File: src/rtl/moore_seq_pkg.sv
// Shared constants, state-width helper and debug phase encoding for the
// parameterised Moore sequence detector.
package moore_seq_pkg;

  localparam int DEF_SEQ_W = 8;
  localparam int DEF_CNT_W = 16;

  // prog counts matched prefix bits 0..seq_w, so it needs one extra code point
  function automatic int prog_w(input int seq_w);
    return $clog2(seq_w + 1);
  endfunction

  typedef enum logic [1:0] {
    PH_OFF  = 2'd0,
    PH_HUNT = 2'd1,
    PH_HIT  = 2'd2
  } det_phase_e;

endpackage

File: src/rtl/moore_seq_detector_param_if.sv
// Control/data bundle for the sequence detector; prog and phase are debug
// views of the detector state.
interface moore_seq_detector_param_if
  import moore_seq_pkg::*;
#(
  parameter int SEQ_W = DEF_SEQ_W,
  parameter int LEN_W = $clog2(SEQ_W + 1),
  parameter int CNT_W = DEF_CNT_W
);
  localparam int PW = prog_w(SEQ_W);

  logic             en;
  logic             x;
  logic             load;
  logic [SEQ_W-1:0] pattern;
  logic [LEN_W-1:0] pat_len;
  logic             overlap;
  logic             clear;
  logic             z;
  logic [CNT_W-1:0] match_cnt;
  logic [PW-1:0]    prog;
  det_phase_e       phase;

  modport master (
    output en, x, load, pattern, pat_len, overlap, clear,
    input  z, match_cnt, prog, phase
  );

  modport slave (
    input  en, x, load, pattern, pat_len, overlap, clear,
    output z, match_cnt, prog, phase
  );
endinterface

File: src/rtl/moore_seq_next.sv
// Next-state logic: longest prefix of the pattern that is a suffix of the
// bits seen so far (the matched prefix followed by the new bit x).
module moore_seq_next
  import moore_seq_pkg::*;
#(
  parameter int SEQ_W = DEF_SEQ_W,
  parameter int LEN_W = $clog2(SEQ_W + 1),
  parameter int PW    = prog_w(SEQ_W)
) (
  input  logic [PW-1:0]    prog,
  input  logic             x,
  input  logic [SEQ_W-1:0] pat_q,
  input  logic [LEN_W-1:0] len_q,
  input  logic             ovl_q,
  output logic [PW-1:0]    prog_nxt
);

  function automatic logic pat_bit(input logic [SEQ_W-1:0] v, input int idx);
    logic [SEQ_W-1:0] t;
    t = v >> idx;
    return t[0];
  endfunction

  function automatic logic hist_bit(input logic [SEQ_W:0] v, input int idx);
    logic [SEQ_W:0] t;
    t = v >> idx;
    return t[0];
  endfunction

  int             p;
  int             len;
  int             best;
  int             nxt;
  logic           ok;
  logic [SEQ_W:0] hist;

  always_comb begin
    p    = int'(prog);
    len  = int'(len_q);
    best = 0;
    nxt  = 0;
    ok   = 1'b0;
    // hist[0] is the newest bit; hist[i] for i>=1 replays the matched prefix
    hist = {{SEQ_W{1'b0}}, x};
    for (int i = 1; i <= SEQ_W; i++) begin
      if (i <= p)
        hist = hist | ((SEQ_W + 1)'(pat_bit(pat_q, len - p - 1 + i)) << i);
    end
    for (int k = 1; k <= SEQ_W; k++) begin
      if (k <= len && k <= p + 1) begin
        ok = 1'b1;
        for (int j = 0; j < SEQ_W; j++) begin
          if (j < k && hist_bit(hist, k - 1 - j) != pat_bit(pat_q, len - 1 - j))
            ok = 1'b0;
        end
        if (ok) best = k;
      end
    end
    if (len == 0)
      nxt = 0;
    else if (p >= len && !ovl_q)
      nxt = (x == pat_bit(pat_q, len - 1)) ? 1 : 0;
    else
      nxt = best;
    prog_nxt = PW'(nxt);
  end

endmodule

File: src/rtl/moore_seq_detector_param.sv
// Parameterised Moore sequence detector with loadable pattern; the match
// counter exists only when SEQ_DET_MATCH_CNT_EN is defined.
module moore_seq_detector_param
  import moore_seq_pkg::*;
#(
  parameter int SEQ_W = DEF_SEQ_W,
  parameter int LEN_W = $clog2(SEQ_W + 1),
  parameter int CNT_W = DEF_CNT_W
) (
  input logic clk,
  input logic rst_n,
  moore_seq_detector_param_if.slave bus
);

  localparam int PW = prog_w(SEQ_W);

  logic [PW-1:0]    prog_q;
  logic [PW-1:0]    prog_nxt;
  logic [SEQ_W-1:0] pat_q;
  logic [LEN_W-1:0] len_q;
  logic [LEN_W-1:0] len_clamp;
  logic             ovl_q;
  logic             hit;

  assign len_clamp = (int'(bus.pat_len) > SEQ_W) ? LEN_W'(SEQ_W) : bus.pat_len;

  moore_seq_next #(
    .SEQ_W(SEQ_W),
    .LEN_W(LEN_W),
    .PW   (PW)
  ) u_next (
    .prog    (prog_q),
    .x       (bus.x),
    .pat_q   (pat_q),
    .len_q   (len_q),
    .ovl_q   (ovl_q),
    .prog_nxt(prog_nxt)
  );

  // load takes priority over en: the x bit on a load edge is dropped
  always_ff @(posedge clk or negedge rst_n) begin
    if (!rst_n) begin
      prog_q <= '0;
      pat_q  <= '0;
      len_q  <= '0;
      ovl_q  <= 1'b1;
    end else if (bus.load) begin
      prog_q <= '0;
      pat_q  <= bus.pattern;
      len_q  <= len_clamp;
      ovl_q  <= bus.overlap;
    end else if (bus.en) begin
      prog_q <= prog_nxt;
    end
  end

  assign bus.z    = (len_q != '0) && (int'(prog_q) == int'(len_q));
  assign bus.prog = prog_q;
  assign hit      = bus.en && !bus.load && (len_q != '0) &&
                    (int'(prog_nxt) == int'(len_q));

  always_comb begin
    bus.phase = PH_HUNT;
    if (len_q == '0) bus.phase = PH_OFF;
    else if (bus.z)  bus.phase = PH_HIT;
  end

`ifdef SEQ_DET_MATCH_CNT_EN
  logic [CNT_W-1:0] cnt_q;

  always_ff @(posedge clk or negedge rst_n) begin
    if (!rst_n)
      cnt_q <= '0;
    else if (bus.clear)
      cnt_q <= '0;
    else if (hit && cnt_q != '1)
      cnt_q <= cnt_q + 1'b1;
  end

  assign bus.match_cnt = cnt_q;
`else
  logic unused_cnt_in;
  assign unused_cnt_in = bus.clear ^ hit;
  assign bus.match_cnt = '0;
`endif

endmodule

File: src/flat_wrapper.sv
// flat-port wrapper written by rule: the top's interface ports become plain ports
module moore_seq_detector_param_flat import moore_seq_pkg::*;
#(
  parameter int SEQ_W = DEF_SEQ_W,
  parameter int LEN_W = $clog2(SEQ_W + 1),
  parameter int CNT_W = DEF_CNT_W
)
  (clk, rst_n, bus_en, bus_x, bus_load, bus_pattern, bus_pat_len, bus_overlap, bus_clear, bus_z, bus_match_cnt, bus_prog, bus_phase);
  moore_seq_detector_param_if #(.SEQ_W(SEQ_W), .LEN_W(LEN_W), .CNT_W(CNT_W)) bus_i ();
  input logic clk;
  input logic rst_n;
  input wire logic [$bits(bus_i.en)-1:0] bus_en;
  input wire logic [$bits(bus_i.x)-1:0] bus_x;
  input wire logic [$bits(bus_i.load)-1:0] bus_load;
  input wire logic [$bits(bus_i.pattern)-1:0] bus_pattern;
  input wire logic [$bits(bus_i.pat_len)-1:0] bus_pat_len;
  input wire logic [$bits(bus_i.overlap)-1:0] bus_overlap;
  input wire logic [$bits(bus_i.clear)-1:0] bus_clear;
  output wire logic [$bits(bus_i.z)-1:0] bus_z;
  output wire logic [$bits(bus_i.match_cnt)-1:0] bus_match_cnt;
  output wire logic [$bits(bus_i.prog)-1:0] bus_prog;
  output wire logic [$bits(bus_i.phase)-1:0] bus_phase;
  assign bus_i.en = bus_en;
  assign bus_i.x = bus_x;
  assign bus_i.load = bus_load;
  assign bus_i.pattern = bus_pattern;
  assign bus_i.pat_len = bus_pat_len;
  assign bus_i.overlap = bus_overlap;
  assign bus_i.clear = bus_clear;
  assign bus_z = bus_i.z;
  assign bus_match_cnt = bus_i.match_cnt;
  assign bus_prog = bus_i.prog;
  assign bus_phase = bus_i.phase;
  moore_seq_detector_param #(.SEQ_W(SEQ_W), .LEN_W(LEN_W), .CNT_W(CNT_W)) u_core (.clk(clk), .rst_n(rst_n), .bus(bus_i));
endmodule
File: config.mk
export PLATFORM = sky130hd
export DESIGN_NAME = moore_seq_detector_param_flat
export DESIGN_NICKNAME = d
export VERILOG_FILES = /design/src/rtl/moore_seq_pkg.sv /design/src/rtl/moore_seq_detector_param_if.sv /design/src/rtl/moore_seq_next.sv /design/src/rtl/moore_seq_detector_param.sv /design/src/flat_wrapper.sv
export SDC_FILE = /design/constraint.sdc
export NUM_CORES = 1
export LEC_CHECK = 0
export BUFFER_PORTS_ARGS = -buffer_cell sky130_fd_sc_hd__clkbuf_2
export CELL_PAD_IN_SITES_DETAIL_PLACEMENT = 1
export CELL_PAD_IN_SITES_GLOBAL_PLACEMENT = 1
export CORE_MARGIN = 4
export CORE_UTILIZATION = 46
export DETAILED_ROUTE_END_ITERATION = 10
export GPL_TIMING_DRIVEN = 0
export MAX_ROUTING_LAYER = met4
export PLACE_DENSITY = 0.86
export SETUP_SLACK_MARGIN = 0.2
export SYNTH_ARGS = -nofsm -noshare
export SYNTH_HDL_FRONTEND = slang
export SYNTH_SLANG_ARGS = --single-unit
export TNS_END_PERCENT = 10
File: constraint.sdc
create_clock -name clk -period 5.77 [get_ports clk]
set_input_delay 0 -clock clk [delete_from_list [all_inputs] [get_ports clk]]
set_output_delay 0 -clock clk [all_outputs]
set_load 0.1 [all_outputs]
After elaboration in Yosys (flattened, before gate mapping)
Index checks and enable logic that the tools add are counted.

Magnitude comparators: 26. Shift operators: 15. Reductions and logical operators: 15. $add $sub $neg: 18. Bitwise operators: 8. Mux-type cells: 76. Eq/ne operators: 38.

Operators by type and width (number): $shr 8x32->1 (15); $le 4x32->1 const A (4); $sub 32x4->32 const B (4); $mux 4 (18); $le 3x32->1 const A (2); $sub 32x3->32 const B (2); $mux 8 (6); $mux 1 (47); $ne 1x1->1 (36); $le 2x32->1 const A (1); $le 3x4->1 const A (8); $sub 32x2->32 const B (1); $add 6x4->7 const B (4); $le 2x4->1 const A (4); $add 6x3->7 const B (2); $logic_and 1x1->1 (10); $le 1x4->1 const A (2); $le 4x4->1 const A (2); $logic_not 4->1 (2); $mux 2 (4); $or 8x1->8 const B (1); $or 8x5->8 (1); $or 8x6->8 (1); $or 8x7->8 (1); other kinds (18) (18).

Output and inout bits: 23. Flip-flop bits (word level): 17.

Logic depth before layout (Yosys ltp)
Word-level depth: 43. Depth in mapped cells: 23. Depth with buffers taken out: 20.

Cells and area by module
Synthesis repeated with hierarchy kept, for this count alone.

Cells, all modules: 566. Area, all modules: 4700.8 um^2.

By module, submodules not included: moore_seq_next (seq. area each 0.0 um^2, times used 1, cells an instance 493, area each 3809.9 um^2); moore_seq_detector_param (seq. area each 426.7 um^2, times used 1, cells an instance 73, area each 890.9 um^2).

Least setup slack after synthesis
No wires, ideal clock.

Path kind: reg-to-reg. Start point: reg u_core.len_q[0]. End point: reg u_core.prog_q[3], in the netlist u_core.bus.prog[3]. Setup slack: 0.466 ns. Period minus slack after synthesis: 5.304 ns. Data required time: 5.692 ns. Stages on the path, launching flop included: 21. Data arrival time: 5.226 ns. Setup time: 0.078 ns. Path through: dfrtp_1 > buf_2 > inv_1 > ha_1 > clkbuf_1 > nand2_1 > and2_1 > clkbuf_1 > nand2_1 > inv_1 > ha_1 > o21ai_0 > ha_1 > nor4bb_1 > nand3_1 > a211oi_2 > nor3_1 > nor4b_1 > and3b_1 > or4_1 > a21oi_1.

Word-level cells in the longest chain between the ends: 40. Elaborated cells between the ends (all ways): 151. Those cells by class: add/sub (17); order compare (7); eq/ne (33); shift (15); mux (63); bitwise (8); reduce/logical (8).

RTL lines: start: declaration (line moore_seq_detector_param.sv:20) `logic [LEN_W-1:0] len_q;`; start signal: assignment (line moore_seq_detector_param.sv:50) `len_q <= len_clamp;`; $sub 4x4->5; $sub 5x2->6; $add 6x2->7 (line moore_seq_next.sv:47) `hist = hist | ((SEQ_W + 1)'(pat_bit(pat_q, len - p - 1 + i)) << i);`; $shr 8x32->1 (line moore_seq_next.sv:20) `t = v >> idx;`; $or 1x2->2 (line moore_seq_next.sv:47); $mux 2 (line moore_seq_next.sv:46) `if (i <= p)`; $or 2x3->3 (line moore_seq_next.sv:47); $mux 3 (line moore_seq_next.sv:46); (+24 left out); $mux 4 (line moore_seq_next.sv:56) `if (ok) best = k;`; $mux 4 (line moore_seq_next.sv:50) `if (k <= len && k <= p + 1) begin`; $mux 4 (line moore_seq_next.sv:56); $mux 4 (line moore_seq_next.sv:50); $mux 4 (line moore_seq_next.sv:61) `else if (p >= len && !ovl_q)`; $mux 4 (*) (line moore_seq_next.sv:59) `if (len == 0)`; $mux 4 (*) (line moore_seq_detector_param.sv:52) `end else if (bus.en) begin`; $mux 4 (*) (line moore_seq_detector_param.sv:47) `end else if (bus.load) begin`; end signal: assignment (line moore_seq_detector_param.sv:53) `prog_q <= prog_nxt;`; end: declaration (line moore_seq_detector_param.sv:17) `logic [PW-1:0] prog_q;`.

Every way passes the cells marked *; elsewhere a longest branch is shown, timed or not. The select of a mux whose other input is x is not followed. A chain may end at the register's enable or synchronous reset.

Worst setup path after layout
Start point: reg u_core.len_q[0]. End point: reg u_core.prog_q[0], in the netlist u_core.bus.prog[0].

Word-level cells in the longest chain between the ends: 42. Elaborated cells between the ends (all ways): 169. Those cells by class: add/sub (17); order compare (9); eq/ne (37); shift (15); mux (73); bitwise (8); reduce/logical (10).

RTL lines (line): $sub 4x4->5; $sub 5x2->6; $add 6x2->7 (moore_seq_next.sv:47); $shr 8x32->1 (moore_seq_next.sv:20); $or 1x2->2 (moore_seq_next.sv:47); $mux 2 (moore_seq_next.sv:46); $or 2x3->3 (moore_seq_next.sv:47); $mux 3 (moore_seq_next.sv:46); (+26 left out); $mux 4 (moore_seq_next.sv:56); $mux 4 (moore_seq_next.sv:50); $mux 4 (moore_seq_next.sv:56); $mux 4 (moore_seq_next.sv:50); $mux 4 (moore_seq_next.sv:61); $mux 4 (*) (moore_seq_next.sv:59); $mux 4 (*) (moore_seq_detector_param.sv:52); $mux 4 (*) (moore_seq_detector_param.sv:47).

Marks and branches as above.

==> results summary <==
In the layout the commonest cells are sky130_fd_sc_hd__ha_1 (64), sky130_fd_sc_hd__nand2_1 (61), sky130_fd_sc_hd__nor2_1 (35). The detailed router finished its first iteration with approximately 340 violations. The count of distinct cell types in the synthesized netlist is 74. Counting the buffers created by CTS gives 3. For the worst setup path, the data arrival time is approximately 5.8 ns. The cell area reported after detailed placement is 4711 µm².

The average detailed-routed wire length per instance is slightly above 20 µm. For this run the aggregate overflow at the end of global routing stands at 0. Once layout is complete, the cells apart from fillers number between 700 and 800. The fraction of met2 tracks used by global routing is a little under half. The count of state elements after synthesis came out at 17.

The summed instance area of the synthesized netlist came out at 4383 µm². The fraction of met3 tracks used by global routing came out at about 3.4%. The share of the synthesized area in the top cell type came out at ~19%. For this run, the post-layout net count is 700. The global-route wire length before repair is 23.55 mm. The minimum clock period came out at ~5.6 ns.

The via count of the first global-routing pass came out at 4528. Setup violations remaining at the end of the flow were counted as 0. The total area inside the core boundary comes to between 9000 and 10000 µm². The headroom to the max-slew limit came out at 6.855%. The cell area power density came out at 267.0 nW/µm². The leakage power of the design came out at between 2 and 2.5 nW. The routing layer with the top usage in global route is met2. Sorting the synthesized cells by area gives the leading types as sky130_fd_sc_hd__ha_1 (19%), sky130_fd_sc_hd__dfrtp_1 (9.1%), sky130_fd_sc_hd__xnor2_1 (6.0%).

The kind of capture point of the worst setup path is a flop. The post-layout total power came out at roughly 1.4 mW. The number of hold violations in the final report is 0. The path with the worst hold slack has its endpoint at u_core.bus.prog[3]$_DFFE_PN0P_. The maximum clock frequency is between 150 and 200 MHz. The initial antenna violation count is 0. The startpoint of the worst-slack reg-to-reg timing path is u_core.len_q[0]$_DFFE_PN0P_. The count of fill cells added during filler insertion is roughly 1.1k. The share of power burned in registers is between 10% and 20%. The internal power component is roughly 0.6 mW.

The worst-case clock skew is approximately 0.0010 ns. The number of iterations in the first detailed-routing pass came out at 5. The flow ran to the end, and the final reports show no timing, DRC or antenna violations. The clock passes through at most 2 buffers. The cell type with the highest aggregate area in the netlist is sky130_fd_sc_hd__ha_1. Input and output buffers added on the ports amount to 22. The flop-to-flop setup slack came out at approximately 0.14 ns. The measured slew at the worst slew-check pin came out at 1.394 ns. The number of slew-limit violations in the final report is 0.

After floorplanning, the core was divided into 35 placement rows. The clock sink count came out at 17. The biggest fanout along the worst timing path is 40. The count of max-cap constraint violations came out at 0.

The die outline area is 11150 µm². STA classifies the critical path startpoint as a flop. The met1 usage in global routing came out at between 30% and 40%. The number of primary I/O pins came out at 42.

At the end of routability-driven placement, the weighted congestion stood at roughly 0.9. The clock insertion delay at the later pin of the skew report is 0.26 ns. The global-route total usage across every layer is 26.42%. The H-tree level count is 1. The Yosys step of the flow raised 0 warnings. The number of routed nets with antenna violations is 0. Synthesis handed over a netlist of 546 instances. The number of vias after detailed routing is around 4.6k.

In the finished design, the share of the clock period the worst path needs comes to between 90 and 100%. Of the total power, the share spent switching nets is between 50% and 60%. The switching power of the nets came out at 0.7699 mW. The HPWL after detailed placement came out at about 11 mm.

The fraction of layout cells with a size suffix above 1 is approximately a fifth. The most common cell after layout, fill and taps aside is sky130_fd_sc_hd__ha_1. The number of DRC violations after detailed routing came out at 0. The repair_antennas step left the layout with diodes totalling 0. The total routed wirelength came out at 15.32 mm. The class of the worst hold path is input port to flop.

In this run the critical register-to-register path is captured at u_core.bus.prog[0]$_DFFE_PN0P_. Counting instances, the worst hold path has a depth of 3. The origin of the worst min-delay path is bus_en.

The tree is rooted in a sky130_fd_sc_hd__clkbuf_8. From synthesis to final layout, the design area changed by 17.01%. The maximum vdd drop is approximately 0.13 mV. For the final routed database, the setup TNS stands at 0 ns. The required time reported for the critical path endpoint is approximately 5.9 ns. Entering global routing, the biggest net connects 41 pins.

A synthesized cell averages 8.027 µm². Counting cells, the worst reg-to-reg path comes to 24. The category of the most critical setup path is flop to flop.

The initial standard-cell utilization of the core is 47.43%. The critical path starts at u_core.len_q[0]$_DFFE_PN0P_. Dividing the detail-routed via count by the number of cells gives around 6.1. In this run, the clock network consumes under 10% of the power.

For this run, asynchronously set or reset flops after synthesis account for between 90% and 100%. In this run, synthesis inferred 0 flip-flops with an integrated enable. The finished cells cover just over 5000 µm².

The clock-pin slew on the worst setup and hold paths is around 0.080 ns. The dominant register cell in the synthesized netlist is sky130_fd_sc_hd__dfrtp_1. The die extent in x came out at between 100 and 150 µm. In this run, the combinational gates consume about four fifths of the power. Summing the sequential cell areas from Yosys gives around 9.7% of the chip area.

TritonCTS built the clock tree. The floorplan step set the die height to about 110 µm. The cell count after placement is just over 700.
==> through the flow <==
step | utilization, % | worst slack [ns] | hold WS, ns
CTS | 54.41 | 0.1988 | 0.07136
detailed placement | 50.98 | -0.9412 | -0.02711
global placement | 50.98 | -0.6341 | -0.03890
floorplan | - | 0.4662 | -0.2956
finish | 55.50 | 0.1419 | 0.07079
global route | 55.50 | -0.1107 | 0.07173
==> how the worst max path moves through the flow <==
| stage | endpoint | slack, ns | cells past startpoint |
|---|---|---|---|
| 6_report | u_core.bus.prog[0]$_DFFE_PN0P_ | 0.14 | 24 |
| 3_5_place_dp | u_core.bus.prog[0]$_DFFE_PN0P_ | -0.94 | 23 |
| 5_1_grt | u_core.bus.prog[0]$_DFFE_PN0P_ | -0.11 | 24 |
| 2_1_floorplan | u_core.bus.prog[3]$_DFFE_PN0P_ | 0.47 | 20 |
| 3_3_place_gp | u_core.bus.prog[0]$_DFFE_PN0P_ | -0.63 | 23 |
| 4_1_cts | u_core.bus.prog[3]$_DFFE_PN0P_ | 0.20 | 19 |
==> cell type report <==
type | count | area, µm² | area share, %
clock buffer | 3 | 41.29 | 0.8051
buffer | 41 | 246.5 | 4.806
multi-input combinational | 474 | 3782 | 73.75
inverter | 29 | 113.9 | 2.220
timing repair buffer | 49 | 347.8 | 6.782
clock inverter | 1 | 7.507 | 0.1464
sequential | 17 | 427.9 | 8.343
tap | 129 | 161.4 | 3.147
==> synthesized netlist by cell type (12+ instances only) <==
library cell               number
sky130_fd_sc_hd__a21oi_1       19
sky130_fd_sc_hd__buf_4         17
sky130_fd_sc_hd__clkbuf_1      14
sky130_fd_sc_hd__dfrtp_1       16
sky130_fd_sc_hd__ha_1          65
sky130_fd_sc_hd__inv_1         28
sky130_fd_sc_hd__mux2_2        21
sky130_fd_sc_hd__mux2i_1       19
sky130_fd_sc_hd__nand2_1       62
sky130_fd_sc_hd__nand2b_1      12
sky130_fd_sc_hd__nand3_1       17
sky130_fd_sc_hd__nor2_1        36
sky130_fd_sc_hd__nor3_1        19
sky130_fd_sc_hd__o21ai_0       26
sky130_fd_sc_hd__xnor2_1       30
sky130_fd_sc_hd__xor2_1        18
==> cells by family after synthesis <==
family / synth area share [%]
xor+xnor: 11.50
compound gates: 15.62
simple gates: 22.89
mux: 13.33
other cells: 0.08556
buf+inv: 7.822
fa+ha+maj: 19.01
flops: 9.735
==> state kept, by name, summed over array words and instances, names as in the netlist <==
| name | count |
|---|---|
| u_core.bus.prog | 4 |
| u_core.len_q | 4 |
| u_core.ovl_q | 1 |
| u_core.pat_q | 8 |
==> repair_timing <==
| action | 4_1_cts | 5_1_grt |
|---|---|---|
| buffers inserted | 5 | 8 |
| hold buffers | 14 | 0 |
| resized for setup | 17 | 20 |
| hold endpoints to repair | 29 | 0 |
| pin swaps | 2 | 1 |
| setup endpoints to repair | 4 | 4 |
==> power groups by stage <==
stage / combinational, mW / sequential, mW / clock (mW)
4_1_cts: 1.06 / 0.149 / 0.0989
3_5_place_dp: 1.01 / 0.151 / 0
2_1_floorplan: 0.781 / 0.150 / 0
5_1_grt: 1.21 / 0.151 / 0.107
6_report: 1.12 / 0.149 / 0.100
3_3_place_gp: 0.959 / 0.150 / 0
==> per-layer routing <==
layer	part of all wire (%)	wire length, µm
met2	50	7593
met1	42	6475
met3	6.4	979
met4	1.8	271
met5	0	0
==> critical path, stage by stage (launching register included) <==
cell and delay (ns):
sky130_fd_sc_hd__dfrtp_2 0.42, sky130_fd_sc_hd__buf_4 0.22, sky130_fd_sc_hd__clkinvlp_4 0.19, sky130_fd_sc_hd__buf_4 0.20
sky130_fd_sc_hd__ha_1 0.19, sky130_fd_sc_hd__clkbuf_2 0.25, sky130_fd_sc_hd__nand2_8 0.30, sky130_fd_sc_hd__and2_1 0.18
sky130_fd_sc_hd__clkbuf_2 0.22, sky130_fd_sc_hd__nand2_1 0.13, sky130_fd_sc_hd__inv_1 0.14, sky130_fd_sc_hd__ha_1 0.17
sky130_fd_sc_hd__o21ai_0 0.11, sky130_fd_sc_hd__ha_1 0.29, sky130_fd_sc_hd__nor4bb_1 0.40, sky130_fd_sc_hd__nand3_1 0.21
sky130_fd_sc_hd__a211oi_4 0.37, sky130_fd_sc_hd__xnor2_1 0.21, sky130_fd_sc_hd__o221ai_1 0.30, sky130_fd_sc_hd__o21ai_0 0.23
sky130_fd_sc_hd__nor2_1 0.06, sky130_fd_sc_hd__a31oi_1 0.19, sky130_fd_sc_hd__o32ai_1 0.10, sky130_fd_sc_hd__a211oi_1 0.28
sky130_fd_sc_hd__o32ai_1 0.12
(Power assumes the default switching activity.)
